## src/rtl/axi_read_responder_pkg.sv

```systemverilog
// Shared constants for the AXI read responder: ID width, response codes,
// FSM state encodings and the alignment helper.
package axi_read_responder_pkg;

    localparam int unsigned ID_W   = 4;
    localparam int unsigned DATA_W = 32;
    localparam int unsigned RESP_W = 2;

    localparam logic [RESP_W-1:0] RESP_OKAY   = 2'b00;
    localparam logic [RESP_W-1:0] RESP_SLVERR = 2'b10;

    typedef enum logic [1:0] {
        ST_IDLE = 2'd0,   // no response pending
        ST_MEM  = 2'd1,   // SRAM read in flight
        ST_RESP = 2'd2    // response presented on R channel
    } state_e;

    // A byte address that is not word aligned is answered with SLVERR.
    function automatic logic is_misaligned(input logic [31:0] addr);
        return addr[1:0] != 2'b00;
    endfunction

endpackage

```

## src/rtl/axi_read_responder_fifo.sv

```systemverilog
// resp_fifo: request queue holding accepted AR entries in acceptance order.
// Ports: push/wdata write side, pop/rdata (head, show-ahead) read side,
//        full/empty/count status from registered state.
module resp_fifo #(
    parameter int unsigned WIDTH = 8,
    parameter int unsigned DEPTH = 4
) (
    input  logic                       clk,
    input  logic                       rst,
    input  logic                       push,
    input  logic [WIDTH-1:0]           wdata,
    input  logic                       pop,
    output logic [WIDTH-1:0]           rdata,
    output logic                       full,
    output logic                       empty,
    output logic [$clog2(DEPTH):0]     count
);

    localparam int unsigned PTR_W = $clog2(DEPTH);
    localparam int unsigned CNT_W = PTR_W + 1;

    logic [WIDTH-1:0] mem [DEPTH];
    logic [PTR_W-1:0] wr_ptr;
    logic [PTR_W-1:0] rd_ptr;
    logic             push_ok;
    logic             pop_ok;

    // Push is refused while full even if a pop happens in the same cycle.
    assign push_ok = push && !full;
    assign pop_ok  = pop && !empty;
    assign full    = (count == CNT_W'(DEPTH));
    assign empty   = (count == '0);
    assign rdata   = mem[rd_ptr];

    // Pointers wrap naturally because DEPTH is a power of two.
    always_ff @(posedge clk or posedge rst) begin
        if (rst) begin
            wr_ptr <= '0;
            rd_ptr <= '0;
            count  <= '0;
        end else begin
            if (push_ok) wr_ptr <= wr_ptr + PTR_W'(1);
            if (pop_ok)  rd_ptr <= rd_ptr + PTR_W'(1);
            case ({push_ok, pop_ok})
                2'b10:   count <= count + CNT_W'(1);
                2'b01:   count <= count - CNT_W'(1);
                default: count <= count;
            endcase
        end
    end

    // Storage needs no reset; validity is tracked by count.
    always_ff @(posedge clk) begin
        if (push_ok) mem[wr_ptr] <= wdata;
    end

endmodule

```

## src/rtl/axi_read_responder.sv

```systemverilog
// axi_read_responder: single-beat AXI read slave in front of a synchronous SRAM.
// Ports: AR channel (arid/araddr/arvalid/arready), R channel
//        (rid/rdata/rresp/rlast/rvalid/rready), SRAM (mem_en/mem_addr/mem_rdata).
// Requests are queued in order; each is issued to SRAM, then answered.
module axi_read_responder
    import axi_read_responder_pkg::*;
#(
    parameter int unsigned QDEPTH = 4,
    parameter int unsigned MEM_AW = 12
) (
    input  logic                 clk,
    input  logic                 rst,
    input  logic [ID_W-1:0]      arid,
    input  logic [31:0]          araddr,
    input  logic                 arvalid,
    output logic                 arready,
    output logic [ID_W-1:0]      rid,
    output logic [DATA_W-1:0]    rdata,
    output logic [RESP_W-1:0]    rresp,
    output logic                 rlast,
    output logic                 rvalid,
    input  logic                 rready,
    output logic                 mem_en,
    output logic [MEM_AW-1:0]    mem_addr,
    input  logic [DATA_W-1:0]    mem_rdata
);

    localparam int unsigned ENTRY_W = ID_W + MEM_AW + 1;
    localparam int unsigned CNT_W   = $clog2(QDEPTH) + 1;

    state_e              state;
    state_e              state_nxt;
    logic                issue_c;

    logic [ENTRY_W-1:0]  fifo_wdata;
    logic [ENTRY_W-1:0]  fifo_head;
    logic                fifo_full;
    logic                fifo_empty;
    logic [CNT_W-1:0]    fifo_count;

    logic [ID_W-1:0]     head_id;
    logic [MEM_AW-1:0]   head_addr;
    logic                head_err;

    logic [ID_W-1:0]     infl_id;
    logic                infl_err;

    logic                unused_sigs;

    // Entry layout: {id, word address, misaligned flag}.
    assign fifo_wdata = {arid, araddr[MEM_AW+1:2], is_misaligned(araddr)};
    assign head_id    = fifo_head[ENTRY_W-1 -: ID_W];
    assign head_addr  = fifo_head[MEM_AW:1];
    assign head_err   = fifo_head[0];

    assign arready     = !fifo_full;
    assign unused_sigs = ^{araddr[31:MEM_AW+2], fifo_count};

    resp_fifo #(
        .WIDTH (ENTRY_W),
        .DEPTH (QDEPTH)
    ) u_fifo (
        .clk   (clk),
        .rst   (rst),
        .push  (arvalid && arready),
        .wdata (fifo_wdata),
        .pop   (issue_c),
        .rdata (fifo_head),
        .full  (fifo_full),
        .empty (fifo_empty),
        .count (fifo_count)
    );

    // State register
    always_ff @(posedge clk or posedge rst) begin
        if (rst) state <= ST_IDLE;
        else     state <= state_nxt;
    end

    // Next state, issue decision and SRAM request
    always_comb begin
        state_nxt = state;
        issue_c   = 1'b0;
        case (state)
            ST_IDLE: begin
                if (!fifo_empty) begin
                    issue_c   = 1'b1;
                    state_nxt = ST_MEM;
                end
            end
            ST_MEM: begin
                state_nxt = ST_RESP;
            end
            ST_RESP: begin
                if (rready) begin
                    if (!fifo_empty) begin
                        issue_c   = 1'b1;
                        state_nxt = ST_MEM;
                    end else begin
                        state_nxt = ST_IDLE;
                    end
                end
            end
            default: state_nxt = ST_IDLE;
        endcase
    end

    // Misaligned requests never touch the SRAM.
    assign mem_en   = issue_c && !head_err;
    assign mem_addr = head_addr;

    // Remember which request is in flight while SRAM data is pending.
    always_ff @(posedge clk or posedge rst) begin
        if (rst) begin
            infl_id  <= '0;
            infl_err <= 1'b0;
        end else if (issue_c) begin
            infl_id  <= head_id;
            infl_err <= head_err;
        end
    end

    // Response register, loaded only when leaving MEM so it holds under backpressure.
    always_ff @(posedge clk or posedge rst) begin
        if (rst) begin
            rid   <= '0;
            rdata <= '0;
            rresp <= RESP_OKAY;
        end else if (state == ST_MEM) begin
            rid   <= infl_id;
            rdata <= infl_err ? '0 : mem_rdata;
            rresp <= infl_err ? RESP_SLVERR : RESP_OKAY;
        end
    end

    assign rvalid = (state == ST_RESP);
    assign rlast  = 1'b1;

endmodule

```

## config.mk

```make
export PLATFORM = sky130hd
export DESIGN_NAME = axi_read_responder
export DESIGN_NICKNAME = d
export VERILOG_FILES = /design/src/rtl/axi_read_responder_pkg.sv /design/src/rtl/axi_read_responder_fifo.sv /design/src/rtl/axi_read_responder.sv
export SDC_FILE = /design/constraint.sdc
export NUM_CORES = 1
export LEC_CHECK = 0
export ABC_AREA = 1
export BUFFER_PORTS_ARGS = -buffer_cell sky130_fd_sc_hd__buf_4
export CAP_MARGIN = 40
export CELL_PAD_IN_SITES_DETAIL_PLACEMENT = 1
export CELL_PAD_IN_SITES_GLOBAL_PLACEMENT = 1
export CORE_MARGIN = 5
export CORE_UTILIZATION = 41
export CTS_CLUSTER_DIAMETER = 60
export DETAILED_ROUTE_END_ITERATION = 6
export PLACE_DENSITY = 0.78
export SLEW_MARGIN = 10
export SYNTH_ARGS = -nofsm -noshare
export SYNTH_HDL_FRONTEND = slang
export SYNTH_SLANG_ARGS = --single-unit
```

## constraint.sdc

```tcl
create_clock -name clk -period 2.2 [get_ports clk]
set_input_delay 0.44 -clock clk [delete_from_list [all_inputs] [get_ports clk]]
set_output_delay 0.44 -clock clk [all_outputs]
set_load 0.01 [all_outputs]
```

==> run_results.csv, run 1 <==
group,metric,value,unit
status,status,"complete, no violations",
worst_setup_path,crit_fanout,36,
power,combinationalPowerShare,37.0,%
global_route,grt_overflow,0,
timing,rsz0062_at_grt,"false",
worst_setup_path,r2r_start,"u_fifo.count[0]",
yosys,ys_seq_elements,119,
worst_setup_path,worst-r2r-setup-slack,0.26,ns
power,power_switching_share,35.7,%
route,detailedRoute.firstPassIterationCount,4,
placed_design,buffer_ports.inserted,105,
cells_and_area,n_antenna_cell,0,
timing,clock.fmax,481,MHz
floorplan,die_width,120,um
worst_setup_path,worst_r2r_path_depth,9,
route,detailroute.via_count,3451,
global_route,grt_first_pass_wirelength,19100,um
power,clock_network_power_share,26.3,%
cells_and_area,stdcell_area,6290,um2
timing,period_minus_slack,2.08,ns
min_path,worstHoldPathCells,3,
route,routed_wl,11800,um
min_path,hold_class,"in -> reg",
global_route,number_of_antenna_violations_at_the_first_check_in_global_routing,0,
yosys,synth.largest_area_cell,"sky130_fd_sc_hd__edfxtp_1",
floorplan,io_pins,126,
yosys,synth.top_cell.area_share,41.5,%
floorplan,die_h,120,um
power,leakage,2.97,nW
worst_setup_path,end_kind,"output port",
min_path,worstHoldEndpoint,"rdata[24]",
global_route,grt_usage,17.4,%
power,power_per_cell_area,1480,nW/um2
yosys,synth-warning-count,0,
power,p_seq_share,36.7,%
timing,period_share,94.6,%
clock_network,ctsHtreeMaxLevel,4,
yosys,synthTopCellsByArea,"sky130_fd_sc_hd__edfxtp_1 42%, sky130_fd_sc_hd__dfrtp_1 26%, sky130_fd_sc_hd__nand2_1 12%",
floorplan,design.core.area,11900,um2
timing,worst_tran_pin_value,0.514,ns
yosys,async_flop_share,42.9,%
yosys,synth-main-ff-cell,"sky130_fd_sc_hd__edfxtp_1",
worst_setup_path,crit_start_category,"register",
cells_and_area,nets,639,
worst_setup_path,worst-endpoint-required,1.76,ns
min_path,min-delay-start,"mem_rdata[24]",
timing,final.setup_skew,0.00570,ns
timing,slew_violations,0,
power,p_switching,3.32,mW
yosys,synthMostInstantiatedCell,"sky130_fd_sc_hd__nand2_1",
power,intPower,5.97,mW
placed_design,place_congestion,0.716,
cells_and_area,areaGrowthSynthToFinish,28.0,%
floorplan,initial_utilization,41.4,%
cells_and_area,post_route_cells_drive_above_1_share,28.0,%
route,routed_via_density,4.79,
floorplan,placement_rows,40,
worst_setup_path,worst-endpoint-arrival,1.64,ns
yosys,netlist_instances,455,
route,detail_route.drc_violations,0,
placed_design,post-dp-hpwl,8110,um
yosys,synth_enable_flop_cells,68,
yosys,synth.top_cells.by_count,"153 x sky130_fd_sc_hd__nand2_1, 68 x sky130_fd_sc_hd__edfxtp_1, 51 x sky130_fd_sc_hd__dfrtp_1, 37 x sky130_fd_sc_hd__inv_1, 33 x sky130_fd_sc_hd__nor2_1",
worst_setup_path,worstSetupPathType,"reg -> out",
global_route,vias_in_the_first_global_route,3768,
clock_network,cts_inserted_buffers,17,
clock_network,cts_tree,"built",
route,remaining_number_of_nets_flagged_by_the_antenna_check_after_routing,0,
placed_design,place_area,5740,um2
yosys,post_synth_num_cell_types,26,
yosys,ys_seq_area_share,67.5,%
clock_network,clock_latency,0.41,ns
run,number_of_violations_of_the_max_capacitance_limit,0,
yosys,mappedNetlistArea,4920,um2
timing,final_hold_viol_count,0,
placed_design,place_worst_setup_slack,0.249,ns
timing,setup-tns-final,0,ns
timing,final-setup-viol-count,0,
route,drt_iter0_drc,141,
power,irDropWorstVdd,0.681,mV
timing,final.setup.worst_slack,0.119,ns
clock_network,cts.clk_slew.worst_paths,0.05,ns
global_route,grt_max_degree,37,
clock_network,post_cts_buffers,0,
timing,worst_slew_margin_rel,65.7,%
clock_network,cts_root_buf,"sky130_fd_sc_hd__clkbuf_16",
floorplan,die_area,14300,um2
route,wire_per_inst,16.4,um
yosys,synth_area_per_inst,10.8,um2
worst_setup_path,reg2reg_to,"u_fifo.count[2]",
clock_network,clock_tree.buffer_depth,2,
clock_network,clock-sinks,119,
yosys,postSynthNetCount,533,
## sequential cells by signal, indices dropped and copies added (netlist names)
register	cells
rdata	32
infl_id	4
state	2
u_fifo.count	3
u_fifo.wr_ptr	2
u_fifo.rd_ptr	2
infl_err	1
rresp	1
u_fifo.mem	68
rid	4
## cells in the final DEF (no fill, tap or decap), drive strengths merged
cell         netlist  final
nor2              36     36
a21oi              1      1
o21ai             26     26
buf               28    117
ha                 5      5
or2                1      1
o22ai             12     12
dlygate4sd3        0      1
clkinv             0      7
clkinvlp           0      3
fa                 1      1
xnor2              1      1
nand3             14     14
conb               2      2
inv               40     40
dfrtp             51     51
clkbuf             3     21
xor2               3      3
nand2            163    163
bufinv             0      1
edfxtp            68     68
## cell type report
cell class                      instances  area, um2
Sequential cell                       119       3320
Clock buffer                           21        440
Fill cell                            1303       5570
Inverter                               40        155
Tap cell                              147        184
Clock inverter                         11       83.8
Timing Repair Buffer                  118        901
Multi-Input combinational cell        265       1210
## worst max-delay path by stage
stage               slack, ns  cells past startpoint              from                to
floorplan                0.33                      4   u_fifo.count[0]  u_fifo.mem[0][0]
global placement         0.34                     10            rready   u_fifo.count[2]
detailed placement       0.25                      9   u_fifo.count[0]   u_fifo.count[2]
CTS                      0.07                      5  u_fifo.rd_ptr[1]       mem_addr[7]
global route             0.01                      6  u_fifo.rd_ptr[0]            mem_en
finish                   0.12                      4  u_fifo.rd_ptr[0]       mem_addr[7]
## layer usage
| layer | global-route usage, % | part of all wire [%] | vias up |
|---|---|---|---|
| met5 | 0 | 0 | - |
| li1 | - | - | 1661 |
| met3 | 5.28 | 5.9 | 17 |
| met2 | 30.8 | 51 | 108 |
| met1 | 19.5 | 41 | 1665 |
| met4 | 7.02 | 1.7 | 0 |
## metrics by stage
| stage | hold WS [ns] | utilization (%) | std cells | power [mW] |
|---|---|---|---|---|
| floorplan | 0.437 | - | 455 | 5.68 |
| global placement | 0.414 | 48.4 | 688 | 6.69 |
| detailed placement | 0.414 | 48.4 | 688 | 6.91 |
| CTS | 0.206 | 53.0 | 721 | 9.43 |
| global route | 0.210 | 53.0 | 721 | 9.94 |
| finish | 0.226 | 53.0 | 721 | 9.28 |
## kinds of logic after synthesis
logic type               count (synthesis)  synth area share [%]
AO/OA/AOI/OAI                           39                  4.28
buffers and inverters                   71                  7.89
other                                    2                 0.153
AND/OR/NAND/NOR                        214                  17.8
flip-flops                             119                  67.5
adder cells (fa/ha/maj)                  6                  1.68
XOR/XNOR                                 4                 0.713
## repair_timing
item	4_1_cts	5_1_grt
endpoints found under the hold margin	12	0
gates resized for setup	2	4
endpoints found under the setup margin	3	4
hold buffers	1	0
## worst max-delay path, stage by stage (launching register included)
cell                      delay [ns]
sky130_fd_sc_hd__dfrtp_1        0.46
sky130_fd_sc_hd__buf_12         0.23
sky130_fd_sc_hd__o21ai_0        0.12
sky130_fd_sc_hd__o22ai_1        0.24
sky130_fd_sc_hd__buf_4          0.17
## power groups by stage
stage	logic (mW)	clock network, mW	registers (mW)
after global routing	3.85	2.62	3.48
after floorplan	2.19	0	3.49
final	3.43	2.44	3.40
after detailed placement	3.47	0	3.43
after global placement	3.31	0	3.38
after CTS	3.51	2.51	3.40
(Power assumes the default switching activity.)
==> run 2: changes to the inputs <==
--- a/config.mk
+++ b/config.mk
@@ -8,13 +8,12 @@
 export ABC_AREA = 1
 export BUFFER_PORTS_ARGS = -buffer_cell sky130_fd_sc_hd__buf_4
 export CAP_MARGIN = 40
-export CELL_PAD_IN_SITES_DETAIL_PLACEMENT = 1
-export CELL_PAD_IN_SITES_GLOBAL_PLACEMENT = 1
+export CORE_ASPECT_RATIO = 0.6
 export CORE_MARGIN = 5
-export CORE_UTILIZATION = 41
+export CORE_UTILIZATION = 50
 export CTS_CLUSTER_DIAMETER = 60
 export DETAILED_ROUTE_END_ITERATION = 6
-export PLACE_DENSITY = 0.78
+export PLACE_DENSITY = 0.74
 export SLEW_MARGIN = 10
 export SYNTH_ARGS = -nofsm -noshare
 export SYNTH_HDL_FRONTEND = slang
==> run_results.csv, run 2 (synthesis results as in run 1) <==
group,metric,value,unit
floorplan,io_pins,126,
worst_setup_path,worstSetupPathType,"reg -> out",
run,number_of_violations_of_the_max_capacitance_limit,0,
worst_setup_path,worst-endpoint-required,1.76,ns
floorplan,die_width,138,um
worst_setup_path,worst-endpoint-arrival,1.68,ns
cells_and_area,areaGrowthSynthToFinish,29.4,%
worst_setup_path,crit_fanout,10,
power,power_switching_share,34.0,%
clock_network,hold_buffers,0,
route,routed_via_density,4.90,
timing,rsz0062_at_grt,"true",
timing,setup-tns-final,0,ns
cells_and_area,final_cell_mix,"153 x sky130_fd_sc_hd__nand2_1, 114 x sky130_fd_sc_hd__buf_4, 68 x sky130_fd_sc_hd__edfxtp_1, 51 x sky130_fd_sc_hd__dfrtp_1, 36 x sky130_fd_sc_hd__inv_1",
placed_design,place_worst_setup_slack,0.113,ns
timing,final.setup.worst_slack,0.0838,ns
power,power_per_cell_area,1510,nW/um2
floorplan,design.core.area,9740,um2
clock_network,cts_inserted_buffers,17,
min_path,hold_class,"in -> async",
floorplan,initial_utilization,50.5,%
route,drt_iter0_drc,286,
clock_network,ctsHtreeMaxLevel,4,
cells_and_area,top_register,"u_fifo.mem",
global_route,number_of_antenna_violations_at_the_first_check_in_global_routing,0,
cells_and_area,finish.cell_count_without_fillers,707,
power,combinationalPowerShare,35.2,%
worst_setup_path,timing.critical_path.max_delay_family,"buffers and inverters",
route,wire_per_inst,15.2,um
power,clock_network_power_share,29.6,%
route,detail_route.drc_violations,0,
clock_network,clock_tree.buffer_depth,2,
worst_setup_path,crit_buf_inv,3,
clock_network,cts_root_buf,"sky130_fd_sc_hd__clkbuf_16",
cells_and_area,number_of_flip_flops_in_the_largest_register,68,
power,intPower,6.34,mW
timing,final-setup-viol-count,0,
power,leakage,3.03,nW
floorplan,placement_rows,28,
worst_setup_path,crit_slowest_cell,"sky130_fd_sc_hd__dfrtp_1",
cells_and_area,stdcell_area,6360,um2
power,fin_total_pwr,9.61,mW
route,detailroute.via_count,3465,
placed_design,post-dp-hpwl,7020,um
power,p_seq_share,35.2,%
worst_setup_path,end_kind,"output port",
worst_setup_path,crit_path_cell_chain,"inv_1 > buf_4 > o21ai_0 > o22ai_1 > buf_4",
clock_network,clock_latency,0.40,ns
timing,final.setup_skew,0.00590,ns
worst_setup_path,r2r_start,"u_fifo.count[0]",
placed_design,place_area,5720,um2
global_route,grt_overflow,0,
worst_setup_path,path_common_cell,"sky130_fd_sc_hd__buf_4",
cells_and_area,n_antenna_cell,0,
status,status,"complete, no violations",
route,remaining_number_of_nets_flagged_by_the_antenna_check_after_routing,0,
cells_and_area,post_route_cells_drive_above_1_share,28.5,%
timing,period_minus_slack,2.12,ns
timing,slew_violations,0,
worst_setup_path,cp-startpoint,"u_fifo.rd_ptr[1]",
global_route,grt_usage,18.9,%
placed_design,place_congestion,0.793,
floorplan,die_h,86.8,um
route,detailedRoute.firstPassIterationCount,4,
floorplan,die_area,12000,um2
clock_network,cts_tree,"built",
cells_and_area,most_frequent_standard_cell_in_the_layout_excluding_fill_and_tap_cells,"sky130_fd_sc_hd__nand2_1",
global_route,grt_max_degree,52,
global_route,grt_first_pass_wirelength,17800,um
placed_design,buffer_ports.inserted,105,
worst_setup_path,crit_start_category,"register",
power,irDropWorstVdd,0.740,mV
clock_network,clock-sinks,119,
timing,clock.fmax,473,MHz
timing,final_hold_viol_count,0,
cells_and_area,largest_registers_ranked_by_flip_flop_count,"u_fifo.mem (68), rdata (32)",
global_route,vias_in_the_first_global_route,3572,
placed_design,placed_instances,674,
power,p_switching,3.27,mW
cells_and_area,nets,637,
route,routed_wl,10800,um
clock_network,cts.clk_slew.worst_paths,0.05,ns
worst_setup_path,critical-path-max-stage-delay,0.38,ns
timing,period_share,96.2,%
==> run 2: final cells by class <==
cell class	instances	area, um2
inverter	40	153
fill	779	3380
clock buffer	25	539
tap	135	169
clock inverter	7	85.1
sequential	119	3320
timing repair buffer	116	887
multi-input combinational	265	1210
==> run 2: path summary, 6_finish.rpt <==
path | endpoint | slack [ns] | cells after the start
min in group clk | rdata[23] | 0.22 | 3
worst min register to register | rid[1] | 0.47 | 2
worst max register to register | u_fifo.count[2] | 0.17 | 10
worst min-delay path | rdata[16] | 0.07 | 3
max in group asynchronous | rdata[3] | 1.88 | 3
worst max-delay path | mem_addr[1] | 0.08 | 5
==> run 2: through the flow <==
| stage | hold WS (ns) | util [%] |
|---|---|---|
| 2_1_floorplan | 0.437 | - |
| 3_3_place_gp | 0.455 | 58.8 |
| 3_5_place_dp | 0.461 | 58.8 |
| 4_1_cts | 0.0878 | 65.2 |
| 5_1_grt | 0.0874 | 65.3 |
| 6_report | 0.0734 | 65.3 |
==> run 2: routing by layer <==
metal / part of all wire [%] / global-route usage, %
met2: 49 / 30.8
met5: 0 / 0
met1: 44 / 24.7
met4: 1.3 / 5.74
met3: 5.4 / 5.73
==> run 2: power groups by stage <==
stage	Sequential (mW)	Combinational (mW)	Clock, mW
2_1_floorplan	3.49	2.19	0
3_3_place_gp	3.37	3.25	0
3_5_place_dp	3.40	3.37	0
4_1_cts	3.38	3.42	2.88
5_1_grt	3.46	3.80	3.00
6_report	3.38	3.38	2.84
==> run 2: timing repair <==
item,in CTS,in global routing
buffers inserted,0,1
gates resized for setup,0,3
setup endpoints to repair,0,5
==> run 2: worst min-delay path, stage by stage <==
cell	delay, ns
sky130_fd_sc_hd__buf_4	0.11
sky130_fd_sc_hd__inv_2	0.06
sky130_fd_sc_hd__buf_12	0.25
==> run 3: changes to the inputs <==
--- a/config.mk
+++ b/config.mk
@@ -5,7 +5,7 @@
 export SDC_FILE = /design/constraint.sdc
 export NUM_CORES = 1
 export LEC_CHECK = 0
-export ABC_AREA = 1
+export ABC_AREA = 0
 export BUFFER_PORTS_ARGS = -buffer_cell sky130_fd_sc_hd__buf_4
 export CAP_MARGIN = 40
 export CORE_ASPECT_RATIO = 0.6
==> run_results.csv, run 3 <==
group,metric,value,unit
yosys,synthTopCellsByArea,"sky130_fd_sc_hd__edfxtp_1 43%, sky130_fd_sc_hd__dfrtp_1 27%, sky130_fd_sc_hd__mux4_2 8.0%",
worst_setup_path,crit_fanout,2,
status,status,"complete, no violations",
placed_design,post-dp-hpwl,6480,um
floorplan,io_pins,126,
placed_design,place_congestion,0.737,
worst_setup_path,crit_start_category,"register",
yosys,postSynthNetCount,391,
clock_network,cts.clk_slew.worst_paths,0.05,ns
worst_setup_path,worst-endpoint-arrival,1.71,ns
power,power_per_cell_area,1530,nW/um2
worst_setup_path,critical-path-max-stage-delay,0.57,ns
floorplan,placement_rows,27,
floorplan,initial_utilization,51.9,%
clock_network,clock-sinks,119,
cells_and_area,number_of_flip_flops_in_the_largest_register,68,
yosys,synth.top_cells.by_count,"68 x sky130_fd_sc_hd__edfxtp_1, 51 x sky130_fd_sc_hd__dfrtp_1, 34 x sky130_fd_sc_hd__nand2b_1, 33 x sky130_fd_sc_hd__nand2_1, 33 x sky130_fd_sc_hd__o21ai_0",
clock_network,cts_tree,"built",
global_route,grt_first_pass_wirelength,15600,um
yosys,synth_area_per_inst,15.3,um2
run,number_of_violations_of_the_max_capacitance_limit,0,
timing,worst_slew_margin_rel,44.5,%
route,routed_via_density,4.98,
yosys,netlist_instances,313,
cells_and_area,final_cell_mix,"107 x sky130_fd_sc_hd__buf_4, 68 x sky130_fd_sc_hd__edfxtp_1, 51 x sky130_fd_sc_hd__dfrtp_1",
placed_design,placed_instances,529,
placed_design,buffer_ports.inserted,105,
cells_and_area,finish.cell_count_without_fillers,565,
min_path,hold_class,"in -> async",
timing,period_minus_slack,2.15,ns
route,detailroute.via_count,2814,
route,routed_wl,9500,um
worst_setup_path,crit_slowest_cell,"sky130_fd_sc_hd__mux4_2",
yosys,ys_seq_area_share,69.1,%
floorplan,design.core.area,9260,um2
timing,rsz0062_at_grt,"true",
global_route,vias_in_the_first_global_route,3029,
cells_and_area,post_route_cells_drive_above_1_share,43.9,%
floorplan,die_width,137,um
floorplan,die_area,11700,um2
route,wire_per_inst,16.8,um
yosys,synth.largest_area_cell,"sky130_fd_sc_hd__edfxtp_1",
timing,final.setup_skew,0.00652,ns
yosys,synthMostInstantiatedCell,"sky130_fd_sc_hd__edfxtp_1",
timing,slew_violations,0,
worst_setup_path,end_kind,"output port",
cells_and_area,top_register,"u_fifo.mem",
yosys,ys_seq_elements,119,
yosys,synth.top_cell.area_share,42.5,%
worst_setup_path,worst-endpoint-required,1.76,ns
cells_and_area,n_antenna_cell,0,
yosys,synth-warning-count,0,
power,leakage,2.64,nW
yosys,mappedNetlistArea,4800,um2
yosys,synth-main-ff-cell,"sky130_fd_sc_hd__edfxtp_1",
cells_and_area,areaGrowthSynthToFinish,32.3,%
cells_and_area,stdcell_area,6350,um2
global_route,number_of_antenna_violations_at_the_first_check_in_global_routing,0,
timing,final-setup-viol-count,0,
placed_design,place_area,5670,um2
clock_network,ctsHtreeMaxLevel,4,
route,drt_iter0_drc,136,
route,detail_route.drc_violations,0,
yosys,async_flop_share,42.9,%
global_route,grt_overflow,0,
clock_network,cts_inserted_buffers,17,
cells_and_area,largest_registers_ranked_by_flip_flop_count,"u_fifo.mem (68), rdata (32)",
timing,period_share,97.7,%
cells_and_area,num-fill-cells,645,
floorplan,die_h,85.9,um
worst_setup_path,crit_buf_inv,1,
yosys,post_synth_num_cell_types,30,
timing,setup-tns-final,0,ns
worst_setup_path,crit_path_cell_chain,"mux4_2 > nor4_4 > buf_4",
route,remaining_number_of_nets_flagged_by_the_antenna_check_after_routing,0,
clock_network,hold_buffers,0,
worst_setup_path,timing.critical_path.max_delay_family,"multiplexers",
timing,worst_tran_pin_value,0.833,ns
clock_network,cts_root_buf,"sky130_fd_sc_hd__clkbuf_16",
cells_and_area,most_frequent_standard_cell_in_the_layout_excluding_fill_and_tap_cells,"sky130_fd_sc_hd__buf_4",
clock_network,clock_latency,0.41,ns
global_route,grt_usage,17.6,%
power,irDropWorstVdd,0.635,mV
route,detailedRoute.firstPassIterationCount,5,
yosys,synth_enable_flop_cells,68,
worst_setup_path,worstSetupPathType,"reg -> out",
timing,clock.fmax,465,MHz
clock_network,clock_tree.buffer_depth,2,
global_route,grt_max_degree,35,
cells_and_area,nets,500,
timing,final_hold_viol_count,0,
## run 3: cell count changes after synthesis, sizes merged, moves of 8 or more
cell / before / now
o21ai: 26 / 34
o22ai: 12 / 0
buf: 28 / 19
nand2b: 0 / 34
nor2: 36 / 1
mux4: 0 / 17
mux2: 0 / 11
nand3: 14 / 0
nand2: 163 / 33
inv: 40 / 8
## run 3: cell families (layout without fill, tap and decap cells)
| kind of cell | Yosys count | count (layout) | share of synthesized area [%] |
|---|---|---|---|
| adder cells (fa/ha/maj) | 6 | 6 | 1.72 |
| multiplexers | 28 | 28 | 10.6 |
| AO/OA/AOI/OAI | 34 | 34 | 3.54 |
| AND/OR/NAND/NOR | 81 | 81 | 9.36 |
| XOR/XNOR | 6 | 6 | 1.09 |
| flip-flops | 119 | 119 | 69.1 |
| other | 2 | 2 | 0.156 |
| buffers and inverters | 37 | 159 | 4.38 |
## run 3: path summary, 6_finish.rpt
kind / slack [ns] / startpoint / depth (start not counted) / to
max: 0.05 / u_fifo.rd_ptr[0] / 3 / mem_en
max in group asynchronous: 1.59 / rst / 3 / rdata[3]
min: 0.07 / rst / 2 / rid[3]
max reg2reg: 0.08 / u_fifo.count[0] / 9 / u_fifo.count[2]
min in group clk: 0.23 / araddr[3] / 1 / u_fifo.mem[3][2]
min reg2reg: 0.49 / rdata[25] / 2 / rdata[25]
## run 3: layer usage
layer	global-route usage, %	part of all wire (%)	up-vias
li1	-	-	1321
met1	23.3	44	1410
met2	27.1	49	71
met3	5.92	6.1	12
met4	7.14	1.3	0
met5	0	0	-
## run 3: cell type report
class | count | area (um2) | share of cell area (%)
well taps | 130 | 163 | 2.56
clock buffers | 18 | 429 | 6.76
repair buffers | 119 | 956 | 15.1
clock inverters | 14 | 160 | 2.52
flip-flops and latches | 119 | 3320 | 52.2
multi-input cells | 157 | 1290 | 20.4
inverters | 8 | 30.0 | 0.473
## run 3: report_power, final
| group | total (mW) | internal [mW] | switching, mW |
|---|---|---|---|
| combinational | 3.46 | 1.86 | 1.60 |
| sequential | 3.56 | 3.14 | 0.416 |
| clock | 2.72 | 1.77 | 0.957 |
## run 3: repair_timing
| action | in CTS | in global routing |
|---|---|---|
| setup endpoints to repair | 5 | 12 |
| gates resized for setup | 2 | 12 |
| buffers inserted | 1 | 3 |
| pin swaps | 0 | 4 |
## run 3: stage by stage
| step | power, mW | util, % | hold WS (ns) | worst slack, ns |
|---|---|---|---|---|
| after floorplan | 5.66 | - | 0.474 | 0.0934 |
| after global placement | 6.81 | 61.3 | 0.464 | 0.104 |
| after detailed placement | 6.94 | 61.3 | 0.474 | 0.0156 |
| after CTS | 9.73 | 67.9 | 0.0746 | 0.00186 |
| after global routing | 10.3 | 68.6 | 0.106 | -0.0193 |
| final | 9.74 | 68.6 | 0.0679 | 0.0506 |
